### config.mk
export PLATFORM = sky130hd
export DESIGN_NAME = mux_readout_sequencer
export DESIGN_NICKNAME = d
export VERILOG_FILES = /design/src/rtl/mux_seq_pkg.sv /design/src/rtl/mux_readout_sequencer_settle_timer.sv /design/src/rtl/mux_readout_sequencer.sv
export SDC_FILE = /design/constraint.sdc
export NUM_CORES = 1
export LEC_CHECK = 0
export BUFFER_PORTS_ARGS = -buffer_cell sky130_fd_sc_hd__buf_2
export CAP_MARGIN = 5
export CORE_ASPECT_RATIO = 1.1
export CORE_MARGIN = 2
export CORE_UTILIZATION = 45
export CTS_CLUSTER_DIAMETER = 120
export DETAILED_ROUTE_END_ITERATION = 10
export PLACE_DENSITY = 0.76
export REMOVE_ABC_BUFFERS = 1
export SETUP_SLACK_MARGIN = 0.4
export SYNTH_ARGS = -nofsm -noshare
export SYNTH_HDL_FRONTEND = slang
export SYNTH_SLANG_ARGS = --single-unit
### constraint.sdc
create_clock -name clk -period 1.9 [get_ports clk]
set_input_delay 0.38 -clock clk [delete_from_list [all_inputs] [get_ports clk]]
set_output_delay 0.38 -clock clk [all_outputs]
set_load 0.005 [all_outputs]
### src/rtl/mux_seq_pkg.sv
// Shared types and default sizing for the mux readout sequencer.
package mux_seq_pkg;

  localparam int DEF_MUX_WIDTH     = 8;
  localparam int DEF_NUM_ROWS      = 8;
  localparam int DEF_SETTLE_CYCLES = 4;

  typedef enum logic [2:0] {
    S_IDLE,
    S_SETTLE,
    S_PRIME,
    S_STREAM,
    S_DONE
  } state_t;

endpackage

### src/rtl/mux_readout_sequencer_settle_timer.sv
// Loadable down-counter that parks at zero and flags it.
module settle_timer #(
  parameter int W = 3
) (
  input  logic         clk,
  input  logic         reset,
  input  logic         load,
  input  logic [W-1:0] load_val,
  input  logic         dec,
  output logic         zero
);

  logic [W-1:0] count;

  always_ff @(posedge clk or negedge reset) begin
    if (!reset)                    count <= '0;
    else if (load)                 count <= load_val;
    else if (dec && count != '0)   count <= count - 1'b1;
  end

  assign zero = (count == '0);

endmodule

### src/rtl/mux_readout_sequencer.sv
// Row/column scan sequencer driving a registered analog mux, with a
// valid/ready sample stream tagged by row and column.
module mux_readout_sequencer
  import mux_seq_pkg::*;
#(
  parameter int MUX_WIDTH     = DEF_MUX_WIDTH,
  parameter int NUM_ROWS      = DEF_NUM_ROWS,
  parameter int SETTLE_CYCLES = DEF_SETTLE_CYCLES,
  localparam int SW = $clog2(MUX_WIDTH),
  localparam int RW = (NUM_ROWS > 1) ? $clog2(NUM_ROWS) : 1,
  localparam int CW = $clog2(SETTLE_CYCLES + 1)
) (
  input  logic          clk,
  input  logic          reset,
  input  logic          start,
  input  logic          abort,
  input  logic          out_ready,
  output logic [SW-1:0] select,
  output logic [RW-1:0] row_sel,
  output logic          row_en,
  output logic          out_valid,
  output logic [SW-1:0] out_col,
  output logic [RW-1:0] out_row,
  output logic          out_last_col,
  output logic          out_last_frame,
  output logic          busy,
  output logic          done
);

  localparam logic [SW-1:0] COL_MAX   = SW'(MUX_WIDTH - 1);
  localparam logic [RW-1:0] ROW_MAX   = RW'(NUM_ROWS - 1);
  localparam logic [CW-1:0] SETTLE_LD = CW'(SETTLE_CYCLES - 1);

  state_t        state, state_nx;
  logic [SW-1:0] col, col_nx;
  logic [RW-1:0] row, row_nx;
  logic          tmr_load, tmr_dec, tmr_zero;
  logic          last_col, last_row, fire;

  settle_timer #(.W(CW)) u_settle (
    .clk      (clk),
    .reset    (reset),
    .load     (tmr_load),
    .load_val (SETTLE_LD),
    .dec      (tmr_dec),
    .zero     (tmr_zero)
  );

  always_ff @(posedge clk or negedge reset) begin
    if (!reset) begin
      state <= S_IDLE;
      col   <= '0;
      row   <= '0;
    end else begin
      state <= state_nx;
      col   <= col_nx;
      row   <= row_nx;
    end
  end

  assign last_col = (col == COL_MAX);
  assign last_row = (row == ROW_MAX);

  always_comb begin
    state_nx       = state;
    col_nx         = col;
    row_nx         = row;
    tmr_load       = 1'b0;
    tmr_dec        = 1'b0;
    select         = '0;
    row_en         = 1'b0;
    out_valid      = 1'b0;
    out_last_col   = 1'b0;
    out_last_frame = 1'b0;
    done           = 1'b0;
    fire           = 1'b0;
    case (state)
      S_IDLE: begin
        if (start && !abort) begin
          state_nx = S_SETTLE;
          row_nx   = '0;
          col_nx   = '0;
          tmr_load = 1'b1;
        end
      end
      S_SETTLE: begin
        row_en = 1'b1;
        if (abort)         state_nx = S_IDLE;
        else if (tmr_zero) state_nx = S_PRIME;
        else               tmr_dec  = 1'b1;
      end
      S_PRIME: begin
        row_en = 1'b1;
        if (abort) state_nx = S_IDLE;
        else begin
          state_nx = S_STREAM;
          col_nx   = '0;
        end
      end
      S_STREAM: begin
        row_en         = 1'b1;
        out_valid      = 1'b1;
        out_last_col   = last_col;
        out_last_frame = last_col && last_row;
        fire           = out_ready;
        // The mux registers select, so advance it in the fire cycle; a stall
        // re-presents the current column and the mux recaptures it.
        select = (fire && !last_col) ? col + 1'b1 : col;
        if (abort) state_nx = S_IDLE;
        else if (fire) begin
          if (!last_col) col_nx = col + 1'b1;
          else if (!last_row) begin
            row_nx   = row + 1'b1;
            state_nx = S_SETTLE;
            tmr_load = 1'b1;
          end else state_nx = S_DONE;
        end
      end
      S_DONE: begin
        done     = 1'b1;
        state_nx = S_IDLE;
      end
      default: state_nx = S_IDLE;
    endcase
  end

  assign busy    = (state != S_IDLE);
  assign row_sel = row;
  assign out_col = col;
  assign out_row = row;

endmodule

==> impl_results.md, run 1 <==
* DRT iter0 DRCs at 14
* Half-perimeter wire length after placement at 1297 um
* Most common cell after layout, fill and taps aside: buf_2
* Final Non-Filler Cells at 147
* Seq/Total Area, Yosys at 35.35%
* CORE AREA at 1782 um^2
* Dpl cells at 125
* Number of global-route vias before repair at 741
* Yosys top cell area share at 35.35%
* Setup CP Type: register to output pin
* Starting Density at 47.68%
* Worst slew margin at 71.71%
* Final setup fails at 3
* Routability cong. at 0.8070
* Syn-to-layout area delta at 51.84%
* Top_reg_cell synth: dfrtp_1
* Critical Path Start: out_col[0]$_DFFE_PN0P_
* Setup crit start kind: register
* Final setup TNS at -0.07980 ns
* Worst-skew pair later-pin latency at 0.28 ns
* Final worst path period share at 102.1%
* Setup WS post-layout at -0.04040 ns
* NumNets Final at 141
* Synth warn at 0
* Seq. cell area at 301.5 um^2
* Worst-case clock buffer depth at 2
* Residual DRC at 0
* Fin util at 72.40%
* WL/cell at 15.02 um
* Violated checks: negative setup slack
* Largest area contributor in the netlist: dfrtp_1
* First-pass iteration count of the detailed router at 4
* Sw Share at 36.34%
* Post-Syn Area at 849.6 um^2
* Clock sink count at 12
* CTS tree: done
* Reg power frac at 25.2%
* Ys async rst share at 100.0%
* Tmin final at 1.940 ns
* I/O Pins at 23
* Routed vias at 780
* Worst r2r path cells at 7
* Pin count of the biggest net entering global routing at 13
* Hold Vio Cnt, Final at 0
* Row count at 16
* Static Leak at 0.6745 nW
* Cell Area, Placed at 974.7 um^2
* Logic gate share of total power at 61.2%
* Die X-Extent at 45.43 um
* Die Y at 49.57 um
* Critical path arrival at 1.56 ns
* RR Endpoint: out_row[0]$_DFFE_PN0P_
* Full die area at 2252 um^2
* Pwr dens at 1189 nW/um^2
* P_int at 0.0009768 W
* Maximum clock rate at 515.4 MHz
* Crit end category: output pin
* Final design area excluding fillers at 1290 um^2
* Most frequent cells in the layout: buf_2 (20), buf_4 (14), dfrtp_1 (11)
* Root Driver: clkbuf_4
* Worst Path Required at 1.52 ns
* First-pass GRT wire length at 3291 um
* Antenna-violating nets left at 0
* Setup crit end: select[1]
* Max-Cap Viols at 0
* Worst-path fanout max at 3
* Clk pwr share at 13.5%
* Outcome: finished with violations
* CTS buffer count at 3
* Vias per cell at 5.306
* Multi-input gate area at 565.5 um^2
* Initial antenna violation count at 0
* Fillers at 118
* Post-synth EDFFs at 0
* Synth area leaders: dfrtp_1 (35%), ha_1 (8.8%), mux2i_1 (7.1%)
* H-tree levels at 1
* VDD IR max at 0.6433 mV
* Share of layout cells above drive strength 1 at 54.26%
* Min-Delay Path Class: primary input to register
* Reg-to-reg critical path startpoint: out_col[0]$_DFFE_PN0P_
* Synth Register Bits at 12
* Unrepaired setup endpoints after global routing: true
* R2R Setup Slk at 0.12 ns
* Post-Syn Area per Cell at 9.765 um^2
* Sw Pwr at 0.0005576 W
* Remaining global-route overflow at 0
* Final Skew at 0.004938 ns
* Measured slew at the worst slew-check pin at 0.4184 ns
* PortBufs at 22
* Post-Syn Instances at 87
* N_diodes at 0
* Final wirelength at 2208 um
* Slew Viols, Final at 0
* GRT Total Usage at 20.15%
* Clk slew on worst S/H paths at 0.08 ns
* Synth cell types at 31
layout make-up:
class / count / area share [%]
repair buffers: 44 / 25.22
well taps: 18 / 1.746
inverters: 9 / 3.007
multi-input cells: 60 / 43.84
clock buffers: 4 / 2.813
flip-flops and latches: 12 / 23.38
through the flow:
stage | total power (W) | hold slack, ns | setup slack, ns
2_1_floorplan | 0.0007553 | 0.08441 | 0.1740
3_3_place_gp | 0.0009262 | 0.2745 | 0.1750
3_5_place_dp | 0.0009379 | 0.2775 | 0.1115
4_1_cts | 0.001377 | 0.4158 | -0.02369
5_1_grt | 0.001633 | 0.4163 | -0.08924
6_report | 0.001534 | 0.4160 | -0.04040
worst min-delay path by stage:
stage               start  cells after the start                     end  slack (ns)
CTS                 abort                      2    state[1]$_DFFE_PN0P_        0.42
finish              abort                      2    state[1]$_DFFE_PN0P_        0.42
detailed placement  reset                      1  out_col[2]$_DFFE_PN0P_        0.28
global route        abort                      2    state[1]$_DFFE_PN0P_        0.42
global placement    reset                      1  out_col[2]$_DFFE_PN0P_        0.27
floorplan           reset                      0  out_col[0]$_DFFE_PN0P_        0.08
worst max-delay path, stage by stage, from the launching register on:
cell and delay (ns):
dfrtp_1 0.44, ha_4 0.19, ha_4 0.16, nand2b_4 0.15
mux2i_1 0.16, nor2_1 0.06, buf_2 0.12
routing by layer:
layer  vias up  track usage, %  wire length (um)
met4         0           10.29                76
li1        374               -                 -
met1       375           25.40               933
met3         9           2.198                73
met2        22           32.63              1125
met5         -               0                 0
kinds of logic (layout without fill, tap and decap cells):
group | Yosys count | in the layout | synth area share, %
simple gates | 34 | 34 | 22.53
buf+inv | 15 | 57 | 8.541
flops | 12 | 12 | 35.35
compound gates | 9 | 9 | 11.05
mux | 8 | 8 | 10.60
fa+ha+maj | 6 | 6 | 8.836
xor+xnor | 3 | 3 | 3.093
registers in the layout, indices dropped and copies added, names as in the netlist:
| register | flops |
|---|---|
| out_col | 3 |
| out_row | 3 |
| state | 3 |
| u_settle.count | 3 |
timing repair:
action                     4_1_cts  5_1_grt
pin swaps                        5        6
setup endpoints to repair       19       19
hold buffers                     1        0
gates cloned                     0        0
buffers inserted                10        7
hold endpoints to repair        12        0
resized for setup               18       10
synth_stat cells (2+ instances only):
cell and n:
nand3_1 2, a21oi_1 3, mux2i_1 6, inv_1 8, nand2_1 9, buf_4 3, dfrtp_1 12, nand2b_1 2
xnor2_1 2, nor2_1 9, buf_2 3, and2_1 3, mux2_4 2, ha_1 6
power groups by stage:
stage | Combinational [W] | Sequential, W | Clock [W]
6_report | 0.000940 | 0.000387 | 0.000208
2_1_floorplan | 0.000348 | 0.000407 | 0
5_1_grt | 0.00102 | 0.000391 | 0.000225
4_1_cts | 0.000780 | 0.000386 | 0.000211
3_3_place_gp | 0.000539 | 0.000387 | 0
3_5_place_dp | 0.000545 | 0.000393 | 0
Power figures use the tool's default switching activity.
==> inputs of run 2 (changes only) <==
==> constraint.sdc (replaced) <==
create_clock -name clk -period 1.92 [get_ports clk]
set_input_delay 0.384 -clock clk [delete_from_list [all_inputs] [get_ports clk]]
set_output_delay 0.384 -clock clk [all_outputs]
set_load 0.005 [all_outputs]
==> run 2 against run 1 <==
Against the previous run: the flow still finishes with violations (negative setup slack); final cell count up 1.4%; die area stayed put; sequential cell count stayed put; sequential share of layout area up 0.43 points; global-route usage is 0.96 points higher; register-to-register slack improved by 0.07 ns; critical path type unchanged; count of clock-buffer cells in the layout is the same; combinational power decreased by 9.9%; non-clock buffer count is 2 higher; clock skew is 0.0033 ns lower; highest routed layer unchanged; via count rose by 0.13%.
==> impl_results.md, run 2 (synthesis results as in run 1) <==
* Outcome: finished with violations
* Violated checks: negative setup slack
* Residual DRC at 0 (unchanged)
* Sw Share at 36.30% (about the same)
* Pwr dens at 1132 nW/um^2 (-4.8%)
* Clock sink count at 12 (unchanged)
* Maximum clock rate at 511.1 MHz
* CTS tree: done
* Measured slew at the worst slew-check pin at 0.2856 ns (-0.1328 ns)
* Clk pwr share at 14.6% (+1.1 points)
* Clk slew on worst S/H paths at 0.08 ns (about the same)
* Worst Path Required at 1.54 ns (+0.02 ns)
* Half-perimeter wire length after placement at 1381 um (+6.5%)
* Cell breakdown of the critical path: ha_2 > ha_4 > nand2b_4 > xor2_1 > nor2_1 > buf_2
* Row count at 16 (unchanged)
* Unrepaired setup endpoints after global routing: true
* Tmin final at 1.957 ns
* Setup CP Type: register to output pin
* Worst-skew pair later-pin latency at 0.28 ns (about the same)
* Setup WS post-layout at -0.03675 ns (+0.003651 ns)
* I/O Pins at 23 (unchanged)
* Most Crowded Layer GR: met2
* Sw Pwr at 0.0005185 W (-7.0%)
* Routed vias at 781 (+0.13%)
* Remaining global-route overflow at 0 (unchanged)
* Max-Cap Viols at 0 (unchanged)
* First-pass GRT wire length at 3422 um (+4.0%)
* Static Leak at 0.6744 nW (about the same)
* Final worst path period share at 101.9%
* Full die area at 2252 um^2 (unchanged)
* CTS buffer count at 3 (unchanged)
* Met3 GRT Util at 4.396% (+2.2 points)
* Syn-to-layout area delta at 48.45%
* Crit end category: output pin
* M1 GR Usage at 28.21% (+2.8 points)
* GRT Total Usage at 21.11% (+0.96 points)
* Hold Vio Cnt, Final at 0 (unchanged)
* First-pass iteration count of the detailed router at 5 (+1)
* Worst-path fanout max at 3 (unchanged)
* Final setup fails at 1 (-2)
* P_int at 0.0009096 W (-6.9%)
* NumNets Final at 143 (+1.4%)
* N_diodes at 0 (unchanged)
* PortBufs at 22 (unchanged)
* Share of layout cells above drive strength 1 at 52.67% (-1.6 points)
* H-tree levels at 1 (unchanged)
* Final wirelength at 2166 um (-1.9%)
* Initial antenna violation count at 0 (unchanged)
* DRT iter0 DRCs at 9 (-5)
* Logic gate share of total power at 59.3% (-1.9 points)
* Number of global-route vias before repair at 761 (+2.7%)
* Setup crit start kind: register
* Root Driver: clkbuf_4
* Starting Density at 47.68% (unchanged)
* Worst-case clock buffer depth at 2 (unchanged)
* Hold WS at 0.4059 ns (-0.01004 ns)
* Antenna-violating nets left at 0 (unchanged)
* Critical path arrival at 1.57 ns (about the same)
* Vias per cell at 5.242 (-1.2%)
* WL/cell at 14.54 um (-3.2%)
* CP max stage delay at 0.40 ns (-0.04 ns)
* Routability cong. at 0.8696 (+7.8%)
* VDD IR max at 0.8836 mV (+37%)
* CORE AREA at 1782 um^2 (unchanged)
* Met2 track utilization from global routing at 31.46% (-1.2 points)
* Die Y at 49.57 um (unchanged)
* Slew Viols, Final at 0 (unchanged)
* Overall power at 0.001428 W (-6.9%)
* Min-Delay Path Class: primary input to register
* Die X-Extent at 45.43 um (unchanged)
* Final Skew at 0.001658 ns (-0.003279 ns)
* CP max stage cell: dfrtp_1
* Most frequent cells in the layout: buf_2 (20), buf_4 (20), dfrtp_1 (12)
* Reg power frac at 26.1% (+0.9 points)
* Pin count of the biggest net entering global routing at 13 (unchanged)
* Worst slew margin at 80.89% (+9.2 points)
run 2: critical path: cells and delay by family (launching register included):
| kind | cells | cell delay, ns |
|---|---|---|
| xor gates and xnor gates | 1 | 0.14 |
| DFF | 1 | 0.40 |
| and+or+nand+nor | 2 | 0.25 |
| buffers and inverters | 1 | 0.13 |
| adders and majority gates | 2 | 0.37 |
run 2: per-stage QoR:
stage	TNS, ns	utilization [%]	worst slack, ns	area, um^2	cells
6_report	-0.03675	70.79	-0.03675	1261	149
5_1_grt	-0.2543	70.79	-0.1167	1261	149
4_1_cts	0	66.01	0.02791	1176	141
3_5_place_dp	0	55.55	0.1649	989.7	127
3_3_place_gp	0	55.55	0.2088	989.7	127
2_1_floorplan	0	-	0.1900	812.0	81
run 2: repair_timing:
action | 4_1_cts | 5_1_grt
pin swaps | 3 | 4
endpoints found under the setup margin | 19 | 18
hold endpoints to repair | 12 | 0
hold buffers | 1 | 0
setup buffers | 9 | 8
gates resized for setup | 15 | 6
run 2: power by group through the flow:
stage / registers (W) / logic [W] / clock network [W]
floorplan: 0.000403 / 0.000344 / 0
global placement: 0.000370 / 0.000549 / 0
detailed placement: 0.000376 / 0.000572 / 0
CTS: 0.000370 / 0.000722 / 0.000204
global route: 0.000379 / 0.000923 / 0.000224
finish: 0.000373 / 0.000847 / 0.000209
run 2: final timing paths:
kind / to / slack (ns) / cells past startpoint / startpoint
worst min register to register: u_settle.count[1]$_DFFE_PN0P_ / 0.54 / 2 / u_settle.count[1]$_DFFE_PN0P_
worst max-delay path: select[0] / -0.04 / 6 / out_col[1]$_DFFE_PN0P_
max in group asynchronous: u_settle.count[1]$_DFFE_PN0P_ / 1.17 / 2 / reset
worst max register to register: out_row[0]$_DFFE_PN0P_ / 0.19 / 7 / out_col[1]$_DFFE_PN0P_
min in group asynchronous: out_col[2]$_DFFE_PN0P_ / 0.53 / 2 / reset
worst min-delay path: state[1]$_DFFE_PN0P_ / 0.41 / 2 / abort
run 2: final cells by class:
class                      count  area (um^2)
tap                           18        22.52
fill                         144        520.5
clock buffer                   4        36.28
inverter                       9        36.28
timing repair buffer          46        316.6
sequential                    12        300.3
multi-input combinational     60        549.3
run 2: per-layer routing:
| metal | up-vias | wire length [um] |
|---|---|---|
| met2 | 20 | 1137 |
| met5 | - | 0 |
| met3 | 7 | 77 |
| met1 | 374 | 898 |
| met4 | 0 | 53 |
| li1 | 380 | - |
